<file path="config.mk">
export PLATFORM = sky130hd
export DESIGN_NAME = control_unit_flat
export DESIGN_NICKNAME = d
export VERILOG_FILES = /design/src/rtl/control_unit_if.sv /design/src/rtl/control_unit.sv /design/src/flat_wrapper.sv
export SDC_FILE = /design/constraint.sdc
export NUM_CORES = 1
export LEC_CHECK = 0
export ABC_CLOCK_PERIOD_IN_PS = 2900
export CAP_MARGIN = 0
export CORE_AREA = 2 2 42 44
export CTS_BUF_LIST = sky130_fd_sc_hd__clkbuf_4
export DETAILED_ROUTE_END_ITERATION = 7
export DIE_AREA = 0 0 44 46
export PLACE_DENSITY_LB_ADDON = 0.08
export SLEW_MARGIN = 25
export SYNTH_ARGS = -nofsm -noshare
export SYNTH_HDL_FRONTEND = slang
export SYNTH_SLANG_ARGS = --single-unit
</file>
<file path="constraint.sdc">
create_clock -name clk -period 2.9 [get_ports clk]
set_input_delay 0.58 -clock clk [delete_from_list [all_inputs] [get_ports clk]]
set_output_delay 0.58 -clock clk [all_outputs]
set_load 0.1 [all_outputs]
</file>
<file path="src/rtl/control_unit_if.sv">
`default_nettype none
// ============================================================================
//  Module      : control_unit_if
//  Description : Bundle between the multicycle control FSM and the datapath.
//                Carries the decoded opcode and ALU zero flag toward the
//                controller and every datapath strobe back out.
//  Revision    : 1.0 - initial release
// ============================================================================
interface control_unit_if #(
    parameter int OPW = 6
);

    // Datapath -> controller
    logic [OPW-1:0] op;
    logic           zero;

    // Controller -> datapath
    logic           PCWre;
    logic           IRWre;
    logic           RegWre;
    logic [1:0]     RegDst;
    logic           WrRegData;
    logic           ALUSrcA;
    logic           ALUSrcB;
    logic [2:0]     ALUOp;
    logic           ExtSel;
    logic           DataMemRW;
    logic           DBDataSrc;
    logic [1:0]     PCSrc;
    logic           Halted;

    // Controller side: consumes opcode/flag, produces strobes
    modport master (
        input  op,
        input  zero,
        output PCWre,
        output IRWre,
        output RegWre,
        output RegDst,
        output WrRegData,
        output ALUSrcA,
        output ALUSrcB,
        output ALUOp,
        output ExtSel,
        output DataMemRW,
        output DBDataSrc,
        output PCSrc,
        output Halted
    );

    // Datapath side: produces opcode/flag, consumes strobes
    modport slave (
        output op,
        output zero,
        input  PCWre,
        input  IRWre,
        input  RegWre,
        input  RegDst,
        input  WrRegData,
        input  ALUSrcA,
        input  ALUSrcB,
        input  ALUOp,
        input  ExtSel,
        input  DataMemRW,
        input  DBDataSrc,
        input  PCSrc,
        input  Halted
    );

endinterface
`default_nettype wire

</file>
<file path="src/rtl/control_unit.sv">
`default_nettype none
// ============================================================================
//  Module      : control_unit
//  Description : Multicycle CPU control FSM. Sequences IF/ID/EXE/MEM/WB and
//                drives all datapath strobes combinationally from the current
//                state, the opcode held in the IR and the ALU zero flag.
//  Revision    : 1.0 - initial release
// ============================================================================
module control_unit #(
    parameter int OPW = 6
) (
    input  wire logic         clk,
    input  wire logic         RST,
    control_unit_if.master    bus
);

    // ------------------------------------------------------------------
    // Opcode map
    // ------------------------------------------------------------------
    localparam logic [OPW-1:0] OP_ADD  = OPW'(6'b000000);
    localparam logic [OPW-1:0] OP_SUB  = OPW'(6'b000001);
    localparam logic [OPW-1:0] OP_ADDI = OPW'(6'b000010);
    localparam logic [OPW-1:0] OP_OR   = OPW'(6'b010000);
    localparam logic [OPW-1:0] OP_AND  = OPW'(6'b010001);
    localparam logic [OPW-1:0] OP_ORI  = OPW'(6'b010010);
    localparam logic [OPW-1:0] OP_SLL  = OPW'(6'b011000);
    localparam logic [OPW-1:0] OP_SLT  = OPW'(6'b100110);
    localparam logic [OPW-1:0] OP_SW   = OPW'(6'b110000);
    localparam logic [OPW-1:0] OP_LW   = OPW'(6'b110001);
    localparam logic [OPW-1:0] OP_BEQ  = OPW'(6'b110100);
    localparam logic [OPW-1:0] OP_J    = OPW'(6'b111000);
    localparam logic [OPW-1:0] OP_JR   = OPW'(6'b111001);
    localparam logic [OPW-1:0] OP_JAL  = OPW'(6'b111010);
    localparam logic [OPW-1:0] OP_HALT = OPW'(6'b111111);

    // ALU function codes
    localparam logic [2:0] C_ALU_ADD = 3'b000;
    localparam logic [2:0] C_ALU_SUB = 3'b001;
    localparam logic [2:0] C_ALU_SLL = 3'b010;
    localparam logic [2:0] C_ALU_OR  = 3'b011;
    localparam logic [2:0] C_ALU_AND = 3'b100;
    localparam logic [2:0] C_ALU_SLT = 3'b110;

    // Next-PC source select
    localparam logic [1:0] C_PC_INC  = 2'b00;
    localparam logic [1:0] C_PC_BR   = 2'b01;
    localparam logic [1:0] C_PC_RS   = 2'b10;
    localparam logic [1:0] C_PC_JMP  = 2'b11;

    // Destination register select
    localparam logic [1:0] C_DST_RT  = 2'b00;
    localparam logic [1:0] C_DST_RD  = 2'b01;
    localparam logic [1:0] C_DST_RA  = 2'b10;

    typedef enum logic [3:0] {
        S_IF      = 4'd0,
        S_ID      = 4'd1,
        S_EXE_R   = 4'd2,
        S_EXE_BR  = 4'd3,
        S_EXE_MEM = 4'd4,
        S_MEM     = 4'd5,
        S_WB_R    = 4'd6,
        S_WB_LW   = 4'd7,
        S_HALT    = 4'd8
    } state_t;

    state_t     state_q;
    state_t     state_d;

    // ALU-class decode of the held opcode
    logic       alu_valid;
    logic [2:0] alu_code;
    logic       alu_a_shamt;
    logic       alu_b_imm;
    logic       alu_sext;

    // Ungated strobe values from the FSM
    logic       pc_wre;
    logic       ir_wre;
    logic       reg_wre;
    logic [1:0] reg_dst;
    logic       wr_reg_data;
    logic       alu_src_a;
    logic       alu_src_b;
    logic [2:0] alu_op;
    logic       ext_sel;
    logic       data_mem_rw;
    logic       db_data_src;
    logic [1:0] pc_src;
    logic       halted;

    // State register; reset aborts any in-flight instruction and restarts fetch
    always_ff @(posedge clk or negedge RST) begin
        if (!RST) begin
            state_q <= S_IF;
        end else begin
            state_q <= state_d;
        end
    end

    // Decode ALU-class opcodes into function code and operand selects
    always_comb begin
        alu_valid   = 1'b1;
        alu_code    = C_ALU_ADD;
        alu_a_shamt = 1'b0;
        alu_b_imm   = 1'b0;
        alu_sext    = 1'b0;
        case (bus.op)
            OP_ADD:  alu_code = C_ALU_ADD;
            OP_SUB:  alu_code = C_ALU_SUB;
            OP_ADDI: begin
                alu_code  = C_ALU_ADD;
                alu_b_imm = 1'b1;
                alu_sext  = 1'b1;
            end
            OP_OR:   alu_code = C_ALU_OR;
            OP_AND:  alu_code = C_ALU_AND;
            OP_ORI:  begin
                alu_code  = C_ALU_OR;
                alu_b_imm = 1'b1;
                alu_sext  = 1'b0;
            end
            OP_SLL:  begin
                alu_code    = C_ALU_SLL;
                alu_a_shamt = 1'b1;
            end
            OP_SLT:  alu_code = C_ALU_SLT;
            default: alu_valid = 1'b0;
        endcase
    end

    // Next-state and strobe generation; every strobe defaults to inactive
    always_comb begin
        state_d     = state_q;
        pc_wre      = 1'b0;
        ir_wre      = 1'b0;
        reg_wre     = 1'b0;
        reg_dst     = C_DST_RT;
        wr_reg_data = 1'b0;
        alu_src_a   = 1'b0;
        alu_src_b   = 1'b0;
        alu_op      = C_ALU_ADD;
        ext_sel     = 1'b0;
        data_mem_rw = 1'b0;
        db_data_src = 1'b0;
        pc_src      = C_PC_INC;
        halted      = 1'b0;

        case (state_q)
            S_IF: begin
                ir_wre  = 1'b1;
                state_d = S_ID;
            end

            S_ID: begin
                if (bus.op == OP_J) begin
                    pc_wre  = 1'b1;
                    pc_src  = C_PC_JMP;
                    state_d = S_IF;
                end else if (bus.op == OP_JR) begin
                    pc_wre  = 1'b1;
                    pc_src  = C_PC_RS;
                    state_d = S_IF;
                end else if (bus.op == OP_JAL) begin
                    // Link PC+4 into $31 in the same cycle as the jump
                    pc_wre      = 1'b1;
                    pc_src      = C_PC_JMP;
                    reg_wre     = 1'b1;
                    reg_dst     = C_DST_RA;
                    wr_reg_data = 1'b0;
                    state_d     = S_IF;
                end else if (bus.op == OP_HALT) begin
                    state_d = S_HALT;
                end else if (bus.op == OP_BEQ) begin
                    state_d = S_EXE_BR;
                end else if ((bus.op == OP_LW) || (bus.op == OP_SW)) begin
                    state_d = S_EXE_MEM;
                end else if (alu_valid) begin
                    state_d = S_EXE_R;
                end else begin
                    // Unknown opcode: park rather than execute garbage
                    state_d = S_HALT;
                end
            end

            S_EXE_R: begin
                alu_op    = alu_code;
                alu_src_a = alu_a_shamt;
                alu_src_b = alu_b_imm;
                ext_sel   = alu_sext;
                state_d   = alu_valid ? S_WB_R : S_HALT;
            end

            S_WB_R: begin
                // ALU controls held so the result stays stable through writeback
                alu_op      = alu_code;
                alu_src_a   = alu_a_shamt;
                alu_src_b   = alu_b_imm;
                ext_sel     = alu_sext;
                reg_wre     = 1'b1;
                wr_reg_data = 1'b1;
                db_data_src = 1'b0;
                reg_dst     = alu_b_imm ? C_DST_RT : C_DST_RD;
                pc_wre      = 1'b1;
                pc_src      = C_PC_INC;
                state_d     = S_IF;
            end

            S_EXE_BR: begin
                alu_op  = C_ALU_SUB;
                ext_sel = 1'b1;
                pc_wre  = 1'b1;
                pc_src  = bus.zero ? C_PC_BR : C_PC_INC;
                state_d = S_IF;
            end

            S_EXE_MEM: begin
                alu_op    = C_ALU_ADD;
                alu_src_b = 1'b1;
                ext_sel   = 1'b1;
                state_d   = S_MEM;
            end

            S_MEM: begin
                // Effective address must stay valid during the memory access
                alu_op    = C_ALU_ADD;
                alu_src_b = 1'b1;
                ext_sel   = 1'b1;
                if (bus.op == OP_SW) begin
                    data_mem_rw = 1'b1;
                    pc_wre      = 1'b1;
                    pc_src      = C_PC_INC;
                    state_d     = S_IF;
                end else if (bus.op == OP_LW) begin
                    state_d = S_WB_LW;
                end else begin
                    state_d = S_HALT;
                end
            end

            S_WB_LW: begin
                reg_wre     = 1'b1;
                reg_dst     = C_DST_RT;
                wr_reg_data = 1'b1;
                db_data_src = 1'b1;
                pc_wre      = 1'b1;
                pc_src      = C_PC_INC;
                state_d     = S_IF;
            end

            S_HALT: begin
                halted  = 1'b1;
                state_d = S_HALT;
            end

            default: begin
                state_d = S_HALT;
            end
        endcase
    end

    // Strobes that change architectural state are suppressed while reset is held
    assign bus.PCWre     = pc_wre      & RST;
    assign bus.IRWre     = ir_wre      & RST;
    assign bus.RegWre    = reg_wre     & RST;
    assign bus.DataMemRW = data_mem_rw & RST;
    assign bus.Halted    = halted      & RST;
    assign bus.RegDst    = reg_dst;
    assign bus.WrRegData = wr_reg_data;
    assign bus.ALUSrcA   = alu_src_a;
    assign bus.ALUSrcB   = alu_src_b;
    assign bus.ALUOp     = alu_op;
    assign bus.ExtSel    = ext_sel;
    assign bus.DBDataSrc = db_data_src;
    assign bus.PCSrc     = pc_src;

    // PC update and instruction fetch are mutually exclusive
    a_no_pc_ir_overlap : assert property (@(posedge clk) disable iff (!RST)
        !(bus.PCWre && bus.IRWre));

    // Instruction register only loads in the fetch state
    a_ir_only_in_if : assert property (@(posedge clk) disable iff (!RST)
        bus.IRWre |-> (state_q == S_IF));

endmodule
`default_nettype wire

</file>
<file path="src/flat_wrapper.sv">
// flat-port wrapper written by rule: the top's interface ports become plain ports
module control_unit_flat 
#(
    parameter int OPW = 6
)
  (clk, RST, bus_op, bus_zero, bus_PCWre, bus_IRWre, bus_RegWre, bus_RegDst, bus_WrRegData, bus_ALUSrcA, bus_ALUSrcB, bus_ALUOp, bus_ExtSel, bus_DataMemRW, bus_DBDataSrc, bus_PCSrc, bus_Halted);
  control_unit_if #(.OPW(OPW)) bus_i ();
  input  wire logic clk;
  input  wire logic RST;
  input wire logic [$bits(bus_i.op)-1:0] bus_op;
  input wire logic [$bits(bus_i.zero)-1:0] bus_zero;
  output wire logic [$bits(bus_i.PCWre)-1:0] bus_PCWre;
  output wire logic [$bits(bus_i.IRWre)-1:0] bus_IRWre;
  output wire logic [$bits(bus_i.RegWre)-1:0] bus_RegWre;
  output wire logic [$bits(bus_i.RegDst)-1:0] bus_RegDst;
  output wire logic [$bits(bus_i.WrRegData)-1:0] bus_WrRegData;
  output wire logic [$bits(bus_i.ALUSrcA)-1:0] bus_ALUSrcA;
  output wire logic [$bits(bus_i.ALUSrcB)-1:0] bus_ALUSrcB;
  output wire logic [$bits(bus_i.ALUOp)-1:0] bus_ALUOp;
  output wire logic [$bits(bus_i.ExtSel)-1:0] bus_ExtSel;
  output wire logic [$bits(bus_i.DataMemRW)-1:0] bus_DataMemRW;
  output wire logic [$bits(bus_i.DBDataSrc)-1:0] bus_DBDataSrc;
  output wire logic [$bits(bus_i.PCSrc)-1:0] bus_PCSrc;
  output wire logic [$bits(bus_i.Halted)-1:0] bus_Halted;
  assign bus_i.op = bus_op;
  assign bus_i.zero = bus_zero;
  assign bus_PCWre = bus_i.PCWre;
  assign bus_IRWre = bus_i.IRWre;
  assign bus_RegWre = bus_i.RegWre;
  assign bus_RegDst = bus_i.RegDst;
  assign bus_WrRegData = bus_i.WrRegData;
  assign bus_ALUSrcA = bus_i.ALUSrcA;
  assign bus_ALUSrcB = bus_i.ALUSrcB;
  assign bus_ALUOp = bus_i.ALUOp;
  assign bus_ExtSel = bus_i.ExtSel;
  assign bus_DataMemRW = bus_i.DataMemRW;
  assign bus_DBDataSrc = bus_i.DBDataSrc;
  assign bus_PCSrc = bus_i.PCSrc;
  assign bus_Halted = bus_i.Halted;
  control_unit #(.OPW(OPW)) u_core (.clk(clk), .RST(RST), .bus(bus_i));
endmodule
</file>
== Yosys cells after proc, flatten, opt, wreduce, memory -nomap -nowiden ==
Cells that the tools add are included.
Operators by class
  equal/unequal tests: 22
  muxes and demuxes: 43
  bitwise logic cells: 5
  reductions and logical operators: 11
Operators by type and width (count)
  6-bit equality test, second input constant: 8
  4-bit 2-to-1 mux: 10
  6-bit by 5-bit equality test with 1-bit output, second input constant: 4
  4-bit one-hot mux with 6 select lines: 1
  1-bit 2-to-1 mux: 18
  4-bit by 3-bit equality test with 1-bit output, second input constant: 4
  3-bit one-hot mux with 5 select lines: 1
  2-bit 2-to-1 mux: 6
  2-bit OR reduction: 5
  4-bit by 2-bit equality test with 1-bit output, second input constant: 2
  2-bit one-hot mux with 2 select lines: 2
  8-bit OR reduction: 1
  6-bit by 1-bit equality test with 1-bit output, second input constant: 1
  6-bit by 2-bit equality test with 1-bit output, second input constant: 1
  6-bit zero test: 1
  1-bit one-hot mux with 2 select lines: 3
  3-bit one-hot mux with 2 select lines: 1
  3-bit OR reduction: 2
  1-bit AND: 5
  4-bit by 1-bit equality test with 1-bit output, second input constant: 1
  4-bit equality test, second input constant: 1
  4-bit zero test: 1
  1-bit one-hot mux with 3 select lines: 1
  1-bit logical OR: 1
Storage, ports and cells
  register bits after elaboration: 4
  input port bits: 9
  output and inout port bits: 17
  word-level logic and storage cells: 82

== Depth between registers and ports, before layout ==
  depth in word-level cells: 11
  gate-level depth with buffers: 5

== Worst setup path after synthesis ==
No wires, ideal clock.
  path kind: in2out
  start: input bus_op[5]
  end: output bus_ALUOp[2]
  arrival time: 5843 ps
  data required time: 2320 ps
  path slack: -3523 ps
  stages: 4
  buffers on the path: 1
  cell sequence: buf_4 > nor4b_4 > nand2_1 > a2111oi_0
Between the ends
  longest elaborated chain between the ends: 4
  elaborated cells on any way between the ends: 9
  those cells by class: eq/ne (6); mux (2); reduce/logical (1)
RTL lines
  start: declaration: line flat_wrapper.sv:10  | input wire logic [$bits(bus_i.op)-1:0] bus_op;
  6-bit by 5-bit equality test with 1-bit output: line control_unit.sv:108  | case (bus.op)
  2-bit OR reduction (no source line)
  3-bit one-hot mux with 5 select lines (*): line control_unit.sv:108
  3-bit one-hot mux with 2 select lines (*): line control_unit.sv:149  | case (state_q)
  end: declaration: line flat_wrapper.sv:19  | output wire logic [$bits(bus_i.ALUOp)-1:0] bus_ALUOp;
Every way passes the cells marked *; elsewhere a longest branch is shown, timed or not.

== Worst setup path after layout ==
  start: input bus_op[4]
  end: output bus_PCSrc[0]
Between the ends
  longest elaborated chain between the ends: 5
  elaborated cells on any way between the ends: 7
  those cells by class: eq/ne (3); mux (4)
RTL lines
  6-bit equality test: line control_unit.sv:164  | end else if (bus.op == OP_JAL) begin
  2-bit 2-to-1 mux: line control_unit.sv:164
  2-bit 2-to-1 mux: line control_unit.sv:160  | end else if (bus.op == OP_JR) begin
  2-bit 2-to-1 mux (*): line control_unit.sv:156  | if (bus.op == OP_J) begin
  2-bit one-hot mux with 2 select lines (*): line control_unit.sv:149
  end: declaration: line flat_wrapper.sv:23  | output wire logic [$bits(bus_i.PCSrc)-1:0] bus_PCSrc;
Marks and branches as above.

==> reports/results.ini <==
[yosys]
yosys_warnings=0
async_flop_share_pct=100.0
ys_ff_latch=4
syn_avg_cell_area_um2=7.752
synth_fp_nets=101
synth_area_um2=713.2
synth_edf_count=0
seq_area_frac_synth_pct=14.04
synthTopCellsByArea=dfrtp_1, nor3_1, nand2_1
synth_ff_type=dfrtp_1
synth_cell_type_count=45
synth_largest_area_cell=dfrtp_1
netlist.area_leader.share_pct=14.04
netlist_instances=92

[power]
cellLeakagePower_nw=0.4755
power_frac_seq_pct=29.6
p_int_mw=0.1318
clockPowerShare_pct=33.9
p_comb_share_pct=36.5
peakVddDrop_uv=302.4
p_sw_mw=0.05779
swShare_pct=30.48
power_density_mw_per_mm2=149.9

[routing]
wirelength_mm=2.225
dr.pass1.iters=4
routed_via_density=6.050
ant_nets=0
num_vias=847
drc=0
avgRoutedWirePerCell_um=15.89
drtIter0Drc=17

[cts]
path_clk_slew_ps=40
clock-root-buffer=clkbuf_4
hold_buffers=0
cts.sinks=4
cts_max_level=1
cts_tree=yes
clk_path_buf_depth=2
clk_latency_ps=220
numCtsBuffers=3

[sta]
fmax_ghz=0.3532
post-route-period-util_pct=97.63
hold_violations=0
skew_ps=2.227
rsz0062_at_grt=true
holdWs_ps=657.1
period_needed_ps=2831
tightest_slew_ps=461.0
relSlewSlack_pct=69.27
slew_violations=0
setup_viol=0
fin_ws_ps=68.70

[final_layout]
area_growth_pct=77.37
diodes=0
largest-register=u_core.state_q
nNetsFinal=134
n_fill_cell=110
largestRegisters=u_core.state_q (4)
final_cells=140
utilization_pct=78.37
drive_gt1_share_pct=39.84
largest_reg_flops=4

[grt]
antenna_found_initial=0
track_usage_pct=25.41
grt_pass1_vias=841
grt_max_degree=15
grt_pass1_wl_mm=3.801
overflow=0

[placed_design]
preCtsSetupSlack_ps=-3.619
place.gp.congestion=0.8791
portBuffers=25
dp_cells=137
hpwl_mm=1.740

[floorplan]
dieArea_mm2=0.002024
coreArea_mm2=0.001614
rows=15
ios=26
initial_core_util_pct=44.19
die_x_um=44
fp.dieH_um=46

[worst_setup_path]
worst_ep_required_time_ps=2320
worst_setup_path_start_kind=input port
crit_arrival_ps=2250
crit_type=in2out
crit_fanout=6
endpoint_kind=output pin

[worst_hold_path]
hp-class=in2async

[flow_run]
maxCapViolCount=0

[outcome]
status=completed

## cells in the mapped netlist, types with 2 or more instances
master	instances
and2_1	2
nand2_1	9
o211ai_1	2
a21oi_1	5
nand4b_1	3
and3_1	4
nor3_1	7
a21boi_0	2
buf_6	3
buf_4	3
or3_1	2
dfrtp_1	4
o21ai_0	3
clkbuf_1	3
inv_1	5
nor2_1	5
nor4_1	2
## placed cells by master (no fill, tap or decap), types with 2 or more instances in the layout
| master | count |
|---|---|
| o21ai_0 | 3 |
| nor4b_4 | 2 |
| o211ai_1 | 2 |
| buf_4 | 15 |
| buf_12 | 15 |
| nand4b_1 | 3 |
| or3_1 | 2 |
| clkbuf_4 | 3 |
| a21oi_1 | 5 |
| nor4_4 | 2 |
| inv_1 | 5 |
| dlygate4sd2_1 | 2 |
| nor3_1 | 6 |
| clkdlybuf4s50_1 | 6 |
| a21boi_0 | 2 |
| and2_1 | 2 |
| nand2_1 | 9 |
| dfrtp_1 | 4 |
| nor2_1 | 5 |
| and3_1 | 3 |
| a2111oi_4 | 2 |
## logic make-up after synthesis
family,synth area share (%)
compound gates,28.95
simple gates,41.76
flops,14.04
buf+inv,14.03
xor+xnor,1.228
## timing repair
| action | CTS | global route |
|---|---|---|
| buffers inserted | 0 | 0 |
| pin swaps | 0 | 2 |
| gates resized for setup | 2 | 2 |
| endpoints found under the setup margin | 3 | 3 |
## layout make-up
type | count | area [um2] | share of cell area (%)
Clock buffer | 3 | 22.52 | 1.780
Multi-Input combinational cell | 73 | 611.8 | 48.37
Inverter | 5 | 18.77 | 1.484
Tap cell | 17 | 21.27 | 1.682
Sequential cell | 4 | 100.1 | 7.913
Timing Repair Buffer | 38 | 490.5 | 38.77
## worst max-delay path, cell delays in order
cell             delay, ps
clkdlybuf4s50_1        620
nand4b_1               250
nor3_1                 200
a21oi_1                 90
nor4b_4                290
buf_12                 210
## metal layers
layer / vias to the layer above / routed length [um] / track usage, %
li1: 415 / - / -
met1: 406 / 943 / 31.19
met2: 24 / 1193 / 44.12
met3: 2 / 73 / 3.571
met4: 0 / 15 / 10.91
met5: - / 0 / 0
## power groups by stage
stage	combinational (mW)	clock (mW)	sequential [mW]
final	0.0692	0.0642	0.0562
after global routing	0.0734	0.0711	0.0561
after CTS	0.0685	0.0672	0.0562
after detailed placement	0.0690	0	0.0568
after global placement	0.0671	0	0.0568
after floorplan	0.0429	0	0.0568
## path summary, 6_finish.rpt
check | startpoint | endpoint | slack (ps) | depth (start not counted)
worst max-delay path | bus_op[4] | bus_PCSrc[0] | 70 | 6
worst min-delay path | RST | u_core.state_q[2]$_DFF_PN0_ | 660 | 2
worst max register to register | u_core.state_q[2]$_DFF_PN0_ | u_core.state_q[3]$_DFF_PN0_ | 1120 | 4
worst min register to register | u_core.state_q[3]$_DFF_PN0_ | u_core.state_q[3]$_DFF_PN0_ | 710 | 3
max in group asynchronous | RST | u_core.state_q[1]$_DFF_PN0_ | 2130 | 2
min in group clk | u_core.state_q[3]$_DFF_PN0_ | u_core.state_q[3]$_DFF_PN0_ | 710 | 3
## stage by stage
stage / total power [mW] / cell area, um2 / setup TNS, ps
6_report: 0.1896 / 1265 / 0
5_1_grt: 0.2006 / 1265 / -3.441
4_1_cts: 0.1919 / 1254 / 0
3_5_place_dp: 0.1259 / 1234 / -3.619
3_3_place_gp: 0.1239 / 1234 / 0
2_1_floorplan: 0.09974 / 804.5 / -1987
(Power assumes the default switching activity.)
